--- config.mk ---
export PLATFORM = sky130hd
export DESIGN_NAME = ahb_slave_if_flat
export DESIGN_NICKNAME = d
export VERILOG_FILES = /design/src/rtl/ahb_slave_if_if.sv /design/src/rtl/ahb_slave_if.sv /design/src/flat_wrapper.sv
export SDC_FILE = /design/constraint.sdc
export NUM_CORES = 1
export LEC_CHECK = 0
export BUFFER_PORTS_ARGS = -buffer_cell sky130_fd_sc_hd__buf_2
export CAP_MARGIN = 30
export CORE_AREA = 2 2 113 115
export DETAILED_ROUTE_END_ITERATION = 8
export DIE_AREA = 0 0 115 117
export GPL_TIMING_DRIVEN = 0
export PLACE_DENSITY = 0.79
export SYNTH_ARGS = -nofsm -noshare
export SYNTH_HDL_FRONTEND = slang
export SYNTH_SLANG_ARGS = --single-unit
--- constraint.sdc ---
create_clock -name Hclk -period 2.7 [get_ports Hclk]
set_input_delay 0.27 -clock Hclk [delete_from_list [all_inputs] [get_ports Hclk]]
set_output_delay 0.27 -clock Hclk [all_outputs]
set_load 0.02 [all_outputs]
--- src/rtl/ahb_slave_if_if.sv ---
// Bus bundle between the AHB master, the bridge front-end and the APB controller.
// The master modport is the view of whatever drives the AHB side and apb_done/Prdata.
interface ahb_slave_if_if;
  logic        Hwrite;
  logic        Hreadyin;
  logic [1:0]  Htrans;
  logic [31:0] Haddr;
  logic [31:0] Hwdata;
  logic [31:0] Prdata;
  logic        apb_done;
  logic        valid;
  logic [31:0] Haddr1;
  logic [31:0] Haddr2;
  logic [31:0] Hwdata1;
  logic [31:0] Hwdata2;
  logic        Hwritereg;
  logic [2:0]  tempselx;
  logic        Hreadyout;
  logic [1:0]  Hresp;
  logic [31:0] Hrdata;

  modport master (
    output Hwrite, Hreadyin, Htrans, Haddr, Hwdata, Prdata, apb_done,
    input  valid, Haddr1, Haddr2, Hwdata1, Hwdata2, Hwritereg, tempselx,
           Hreadyout, Hresp, Hrdata
  );

  modport slave (
    input  Hwrite, Hreadyin, Htrans, Haddr, Hwdata, Prdata, apb_done,
    output valid, Haddr1, Haddr2, Hwdata1, Hwdata2, Hwritereg, tempselx,
           Hreadyout, Hresp, Hrdata
  );
endinterface

--- src/rtl/ahb_slave_if.sv ---
// AHB slave front-end of the AHB-to-APB bridge: decodes, pipelines and issues one
// valid pulse per mapped transfer, stretching the data phase until apb_done.
module ahb_slave_if #(
  parameter logic [31:0] SLV0_BASE = 32'h8000_0000,
  parameter logic [31:0] SLV1_BASE = 32'h8400_0000,
  parameter logic [31:0] SLV2_BASE = 32'h8800_0000,
  parameter logic [31:0] SLV_SIZE  = 32'h0400_0000
) (
  input  logic           Hclk,
  input  logic           Hresetn,
  ahb_slave_if_if.slave  bus
);

  typedef enum logic [1:0] {IDLE, XFER, ERR1, ERR2} state_t;

  state_t     state;
  logic [2:0] decode;
  logic       mapped;
  logic       active_trans;
  logic       in_done;
  logic       accept;

  // Offset-from-base compare: addresses below a base wrap to a huge offset, so one
  // unsigned compare covers both window edges.
  always_comb begin
    decode[0] = (bus.Haddr - SLV0_BASE) < SLV_SIZE;
    decode[1] = (bus.Haddr - SLV1_BASE) < SLV_SIZE;
    decode[2] = (bus.Haddr - SLV2_BASE) < SLV_SIZE;
    mapped    = |decode;
  end

  // valid is high only in the first data-phase cycle, which is where apb_done is ignored.
  always_comb begin
    active_trans = (bus.Htrans == 2'b10) || (bus.Htrans == 2'b11);
    in_done      = (state == XFER) && !bus.valid && bus.apb_done;
    accept       = bus.Hreadyin && bus.Hreadyout && active_trans &&
                   ((state == IDLE) || in_done);
  end

  always_comb begin
    bus.Hreadyout = 1'b1;
    bus.Hresp     = 2'b00;
    case (state)
      IDLE: bus.Hreadyout = 1'b1;
      XFER: bus.Hreadyout = in_done;
      ERR1: begin
        bus.Hreadyout = 1'b0;
        bus.Hresp     = 2'b01;
      end
      ERR2: begin
        bus.Hreadyout = 1'b1;
        bus.Hresp     = 2'b01;
      end
      default: bus.Hreadyout = 1'b1;
    endcase
    bus.Hrdata = (in_done && !bus.Hwritereg) ? bus.Prdata : 32'h0;
  end

  always_ff @(posedge Hclk or negedge Hresetn) begin
    if (!Hresetn) begin
      state         <= IDLE;
      bus.valid     <= 1'b0;
      bus.Haddr1    <= 32'h0;
      bus.Haddr2    <= 32'h0;
      bus.Hwdata1   <= 32'h0;
      bus.Hwdata2   <= 32'h0;
      bus.Hwritereg <= 1'b0;
      bus.tempselx  <= 3'b000;
    end else begin
      if (accept) begin
        bus.Haddr2    <= bus.Haddr1;
        bus.Haddr1    <= bus.Haddr;
        bus.Hwritereg <= bus.Hwrite;
        bus.tempselx  <= decode;
        bus.Hwdata2   <= bus.Hwdata1;
      end
      // Write data arrives one cycle after its address phase.
      if ((state == XFER) && bus.valid) begin
        bus.Hwdata1 <= bus.Hwdata;
      end
      bus.valid <= accept && mapped;
      if (accept) begin
        state <= mapped ? XFER : ERR1;
      end else begin
        case (state)
          IDLE:    state <= IDLE;
          XFER:    state <= in_done ? IDLE : XFER;
          ERR1:    state <= ERR2;
          ERR2:    state <= IDLE;
          default: state <= IDLE;
        endcase
      end
    end
  end

endmodule

--- src/flat_wrapper.sv ---
// flat-port wrapper written by rule: the top's interface ports become plain ports
module ahb_slave_if_flat 
#(
  parameter logic [31:0] SLV0_BASE = 32'h8000_0000,
  parameter logic [31:0] SLV1_BASE = 32'h8400_0000,
  parameter logic [31:0] SLV2_BASE = 32'h8800_0000,
  parameter logic [31:0] SLV_SIZE  = 32'h0400_0000
)
  (Hclk, Hresetn, bus_Hwrite, bus_Hreadyin, bus_Htrans, bus_Haddr, bus_Hwdata, bus_Prdata, bus_apb_done, bus_valid, bus_Haddr1, bus_Haddr2, bus_Hwdata1, bus_Hwdata2, bus_Hwritereg, bus_tempselx, bus_Hreadyout, bus_Hresp, bus_Hrdata);
  ahb_slave_if_if bus_i ();
  input  logic Hclk;
  input  logic Hresetn;
  input wire logic [$bits(bus_i.Hwrite)-1:0] bus_Hwrite;
  input wire logic [$bits(bus_i.Hreadyin)-1:0] bus_Hreadyin;
  input wire logic [$bits(bus_i.Htrans)-1:0] bus_Htrans;
  input wire logic [$bits(bus_i.Haddr)-1:0] bus_Haddr;
  input wire logic [$bits(bus_i.Hwdata)-1:0] bus_Hwdata;
  input wire logic [$bits(bus_i.Prdata)-1:0] bus_Prdata;
  input wire logic [$bits(bus_i.apb_done)-1:0] bus_apb_done;
  output wire logic [$bits(bus_i.valid)-1:0] bus_valid;
  output wire logic [$bits(bus_i.Haddr1)-1:0] bus_Haddr1;
  output wire logic [$bits(bus_i.Haddr2)-1:0] bus_Haddr2;
  output wire logic [$bits(bus_i.Hwdata1)-1:0] bus_Hwdata1;
  output wire logic [$bits(bus_i.Hwdata2)-1:0] bus_Hwdata2;
  output wire logic [$bits(bus_i.Hwritereg)-1:0] bus_Hwritereg;
  output wire logic [$bits(bus_i.tempselx)-1:0] bus_tempselx;
  output wire logic [$bits(bus_i.Hreadyout)-1:0] bus_Hreadyout;
  output wire logic [$bits(bus_i.Hresp)-1:0] bus_Hresp;
  output wire logic [$bits(bus_i.Hrdata)-1:0] bus_Hrdata;
  assign bus_i.Hwrite = bus_Hwrite;
  assign bus_i.Hreadyin = bus_Hreadyin;
  assign bus_i.Htrans = bus_Htrans;
  assign bus_i.Haddr = bus_Haddr;
  assign bus_i.Hwdata = bus_Hwdata;
  assign bus_i.Prdata = bus_Prdata;
  assign bus_i.apb_done = bus_apb_done;
  assign bus_valid = bus_i.valid;
  assign bus_Haddr1 = bus_i.Haddr1;
  assign bus_Haddr2 = bus_i.Haddr2;
  assign bus_Hwdata1 = bus_i.Hwdata1;
  assign bus_Hwdata2 = bus_i.Hwdata2;
  assign bus_Hwritereg = bus_i.Hwritereg;
  assign bus_tempselx = bus_i.tempselx;
  assign bus_Hreadyout = bus_i.Hreadyout;
  assign bus_Hresp = bus_i.Hresp;
  assign bus_Hrdata = bus_i.Hrdata;
  ahb_slave_if #(.SLV0_BASE(SLV0_BASE), .SLV1_BASE(SLV1_BASE), .SLV2_BASE(SLV2_BASE), .SLV_SIZE(SLV_SIZE)) u_core (.Hclk(Hclk), .Hresetn(Hresetn), .bus(bus_i));
endmodule
# Word-level counts from Yosys, hierarchy flattened
# Index checks and enable logic that the tools add are counted.
# totals
ff_bits	135
inputBits	103
word_cells	42
# classes
addsub	3
magnitude_cmp	3
eq_ne	5
mux	7
reduce_logical	16
# ops
cell	count
less-than comparator 32 x 27 -> 1 bit, second input constant	3
subtractor 32 bit, second input constant	3
2-to-1 mux 32 bit	1
== test 2 bit, second input constant	4
logical AND 1 bit	8
one-hot mux 2 bit (3 select lines)	1
2-to-1 mux 2 bit	2
OR reduction 2 bit	2
one-hot mux 1 bit (3 select lines)	1
OR reduction 3 bit	1
== test 2 x 1 -> 1 bit, second input constant	1
logical NOT 1 bit	2
logical NOT 2 bit	1
logical OR 1 bit	2
2-to-1 mux 1 bit	2

# Depth between registers and ports, before layout
# logic_depth
ltp_word	8
depth_mapped	8
mapped_depth_nobuf	6

# Worst setup path before layout
# Ideal clock, no wire load.
# synth_timing
path_kind	register to register
from	reg u_core.state[0]
to	reg u_core.bus.Haddr2[0]
arrival_time_ps	1829
t_required_ps	2572
setup_slack_ps	744
path_stages_with_launch	8
n_path_buf	2
period_less_slack_ps	1956
path_cell_list	dfrtp_1 -> inv_1 -> ha_1 -> nor2b_1 -> a211oi_2 -> buf_4 -> buf_6 -> mux2_1
# synth_via
elab_chain_len	7
elab_cells_between_ends	12
# synth_lines
element	line_no	source
start, declared	ahb_slave_if.sv:16	state_t state;
start signal, assigned	ahb_slave_if.sv:83	state <= mapped ? XFER : ERR1;
start signal, assigned	ahb_slave_if.sv:87	XFER: state <= in_done ? IDLE : XFER;
== test 2 x 1 -> 1 bit	ahb_slave_if.sv:35, ahb_slave_if.sv:43	
logical AND 1 bit (2 in a row)	ahb_slave_if.sv:35	in_done = (state == XFER) && !bus.valid && bus.apb_done;
one-hot mux 1 bit (3 select lines)	ahb_slave_if.sv:43	case (state)
logical AND 1 bit (2 in a row)	ahb_slave_if.sv:36	accept = bus.Hreadyin && bus.Hreadyout && active_trans &&
logical AND 1 bit *	ahb_slave_if.sv:36	
end signal, assigned	ahb_slave_if.sv:71	bus.Haddr2 <= bus.Haddr1;
end, declared	ahb_slave_if_if.sv:30	output valid, Haddr1, Haddr2, Hwdata1, Hwdata2, Hwritereg, tempselx,
# Every way passes the cells marked *; elsewhere a longest branch is shown, timed or not.
# A chain may end at the register's enable or synchronous reset.

# Final worst setup path
# layout_timing
from	reg u_core.state[1]
to	out bus_Hrdata[8]
# layout_via
elab_chain_len	5
# layout_lines
element	line_no	source
== test 2 x 1 -> 1 bit	ahb_slave_if.sv:35	
logical AND 1 bit (2 in a row)	ahb_slave_if.sv:35	
logical AND 1 bit	ahb_slave_if.sv:56	bus.Hrdata = (in_done && !bus.Hwritereg) ? bus.Prdata : 32'h0;
2-to-1 mux 32 bit	ahb_slave_if.sv:56	
end, declared	flat_wrapper.sv:29	output wire logic [$bits(bus_i.Hrdata)-1:0] bus_Hrdata;
# No other way between the ends.

==> summary.txt <==
Clocking
  – Clk root buf: clkbuf_16
  – Clock Latency Late Sink: 0.41 ns
  – Reg clk slew, reported paths: 0.06 ns
  – Post-CTS resize count: 0
  – Clk buf depth: 2
  – CTS Hold Bufs: 1
  – CTS H-tree lvls: 4
  – Clock sinks: 135
  – CTS tree: done
  – Number of buffers created by CTS: 17
  – Postcts setup bufs: 0

Synthesis
  – Sequential share of the synthesized area: 61.1%
  – Post-synthesis net count: 476
  – Mapped Cells: 366
  – Post-synth top area share: 61.1%
  – Seq cells post-synth: 135
  – Cell taking the most area after synthesis: dfrtp_1
  – Top cells by area, synth: dfrtp_1, mux2_1, mux2_2
  – Total of warnings raised by yosys: 0
  – Number of synthesized flops with an enable pin: 0
  – Async S/R FF share, synth: 100%
  – Syn Area/Cell: 15.1 µm²
  – Post-synth design cell area: 5530 µm²
  – Ys flop type: dfrtp_1
  – Yosys cell types: 34

Drt
  – Pre-Repair DR Iteration Count: 4
  – Met1 wire length: 5.08 mm
  – Drt first-iter violations: 128
  – Met3 wire length: 1.15 mm
  – Wire per inst: 15.8 µm
  – Routed via count: 3,908
  – DR vias/cell: 4.78
  – Top layer in use: met4
  – Routed Antenna Nets: 0
  – Met2 WL post-DR: 6.50 mm
  – Final routed DRC violation total: 0
  – Post-Route WL: 12.9 mm

Global route
  – GRT overflow: 0
  – Vias in the first global route: 3,986
  – First-pass GRT wire length: 19.7 mm
  – Pin count of the biggest net entering global routing: 107
  – Tot GR Track Use: 19.0%
  – Antenna violations before repair: 0

Placed design
  – IO Port Bufs: 267
  – Post-DP HPWL: 9.63 mm
  – Placed Cells: 784
  – Placer Congestion: 0.772
  – DP Area: 7090 µm²

STA
  – Worst slew pin tran: 0.587 ns
  – Hold slack final: 0.0729 ns
  – Slew HR: 60.8%
  – Worst Skew: 0.0133 ns
  – Max Freq: 410 MHz
  – Setup violators final: 0
  – Final Hold Vio Count: 0
  – Max-slew violations: 0
  – Post-route minimum period: 2.44 ns
  – Tcrit/Tclk final: 90.3%
  – RSZ-0062 raised after global routing: no

Status
  – Status: complete, no violations

Run
  – Max Cap Viol: 0

Power and ir drop
  – Final Power: 9.01 mW
  – Worst vdd ir: 0.931 mV
  – PwrDens: 1170 nW/µm²
  – Pleak: 3.95 nW

Layout
  – Share of cells above drive strength 1: 57.0%
  – Filler instances: 974
  – Non-Filler Instances: 817
  – Register area: 3380 µm²
  – Multi-input logic area: 1990 µm²
  – Fin area: 7710 µm²
  – Ant diodes: 0
  – Final nets: 764
  – Area growth syn-to-layout: 39.4%

Critical path
  – Worst r2r src: u_core.state[0]$_DFF_PN0_
  – CP required: 2.43 ns
  – Worst-path fanout max: 10
  – Startpoint types: flip-flop
  – Critical path launch point: u_core.state[1]$_DFF_PN0_
  – R2R setup slack: 0.38 ns
  – CP endpoint: bus_Hrdata[8]
  – Path depth of the worst reg2reg path: 7
  – WP data arrival: 2.17 ns
  – Crit path kind: flip-flop to primary output
  – R2r endpoint: u_core.bus.Hwdata2[21]$_DFFE_PN0P_
  – CP Capture Type: primary output

Floorplanning
  – Area of the core: 12,300 µm²
  – Die Height: 117 µm
  – Chip width: 115 µm
  – Die area: 13,500 µm²
  – Initial Util: 44.9%
  – Cell row count: 41
  – Io pins: 271

Min path
  – Hold crit path type: input pin to flip-flop
per-layer routing:
layer	vias up	GRT usage, %
met2	176	31.4
met3	12	8.29
met4	0	6.67
met5	-	0
met1	1879	22.3
li1	1841	-
cell usage in the layout (no fill, tap or decap), types with 2 or more instances in the layout:
master      count
buf_2         269
dfrtp_1       135
mux2_1         65
mux2_2         65
and2_1         32
clkbuf_16      17
inv_1           8
buf_6           8
ha_1            7
nor2_1          6
clkbuf_1        4
clkinvlp_4      4
nand2b_1        3
nor2b_1         3
buf_1           3
bufinv_16       3
clkinv_2        3
nand2_1         2
a21oi_1         2
buf_4           2
o21ai_1         2
inv_6           2
layout make-up:
type,count,area share (%)
plain buffers,19,1.75
clock buffers,18,5.70
clock inverters,14,2.24
inverters,8,0.389
multi-input cells,204,25.8
flip-flops and latches,135,43.8
well taps,150,2.43
repair buffers,269,17.9
Yosys cell counts, types with 2 or more instances:
cell / n
dfrtp_1: 135
mux2_1: 65
mux2_2: 65
and2_1: 32
inv_1: 8
buf_6: 7
ha_1: 7
nor2_1: 6
clkbuf_1: 4
buf_1: 3
buf_2: 3
nand2b_1: 3
nor2b_1: 3
a21oi_1: 2
buf_4: 2
nand2_1: 2
o21ai_1: 2
how the worst min path moves through the flow:
| stage | start | end | cells past startpoint |
|---|---|---|---|
| finish | bus_Haddr[13] | u_core.bus.Haddr1[13]$_DFFE_PN0P_ | 2 |
| global route | bus_Haddr[24] | u_core.bus.Haddr1[24]$_DFFE_PN0P_ | 2 |
| CTS | bus_Haddr[9] | u_core.bus.Haddr1[9]$_DFFE_PN0P_ | 2 |
| detailed placement | Hresetn | u_core.bus.Haddr1[14]$_DFFE_PN0P_ | 1 |
| global placement | u_core.bus.Haddr2[10]$_DFFE_PN0P_ | u_core.bus.Haddr2[10]$_DFFE_PN0P_ | 1 |
| floorplan | Hresetn | u_core.bus.Haddr1[0]$_DFFE_PN0P_ | 0 |
logic make-up (layout without fill, tap and decap cells):
group,after synthesis,count (layout),share of synthesized area (%)
xor gates and xnor gates,2,2,0.317
adders and majority gates,7,7,1.58
DFF,135,135,61.1
buffers and inverters,27,328,2.99
muxes,130,130,26.5
AOI/OAI and AO/OA,9,9,1.18
and+or+nand+nor,55,55,6.31
other,1,1,0.0678
registers in the layout, summed over array words and instances, names as in the netlist:
signal	count
u_core.bus.Hwritereg	1
u_core.bus.Hwdata1	32
u_core.bus.Hwdata2	32
u_core.state	2
u_core.bus.tempselx	3
u_core.bus.Haddr1	32
u_core.bus.valid	1
u_core.bus.Haddr2	32
power breakdown:
part / total [mW] / internal (mW) / switching (mW)
logic: 3.39 / 1.37 / 2.02
clock network: 2.35 / 1.48 / 0.867
registers: 3.27 / 2.82 / 0.448
critical path: stages, from the launching register on:
cell and delay [ns]:
dfrtp_1 0.40, inv_1 0.12, ha_1 0.24, nand3b_4 0.12, nor2_1 0.23, clkbuf_1 0.28, and2_1 0.20, buf_2 0.17
through the flow:
| stage | util (%) | setup TNS, ns | setup slack [ns] |
|---|---|---|---|
| final | 62.6 | 0 | 0.261 |
| after global routing | 62.6 | 0 | 0.0609 |
| after CTS | 62.6 | 0 | 0.218 |
| after detailed placement | 57.6 | 0 | 0.298 |
| after global placement | 57.3 | -37.23 | -0.286 |
| after floorplan | - | 0 | 0.744 |
(Power assumes the default switching activity.)
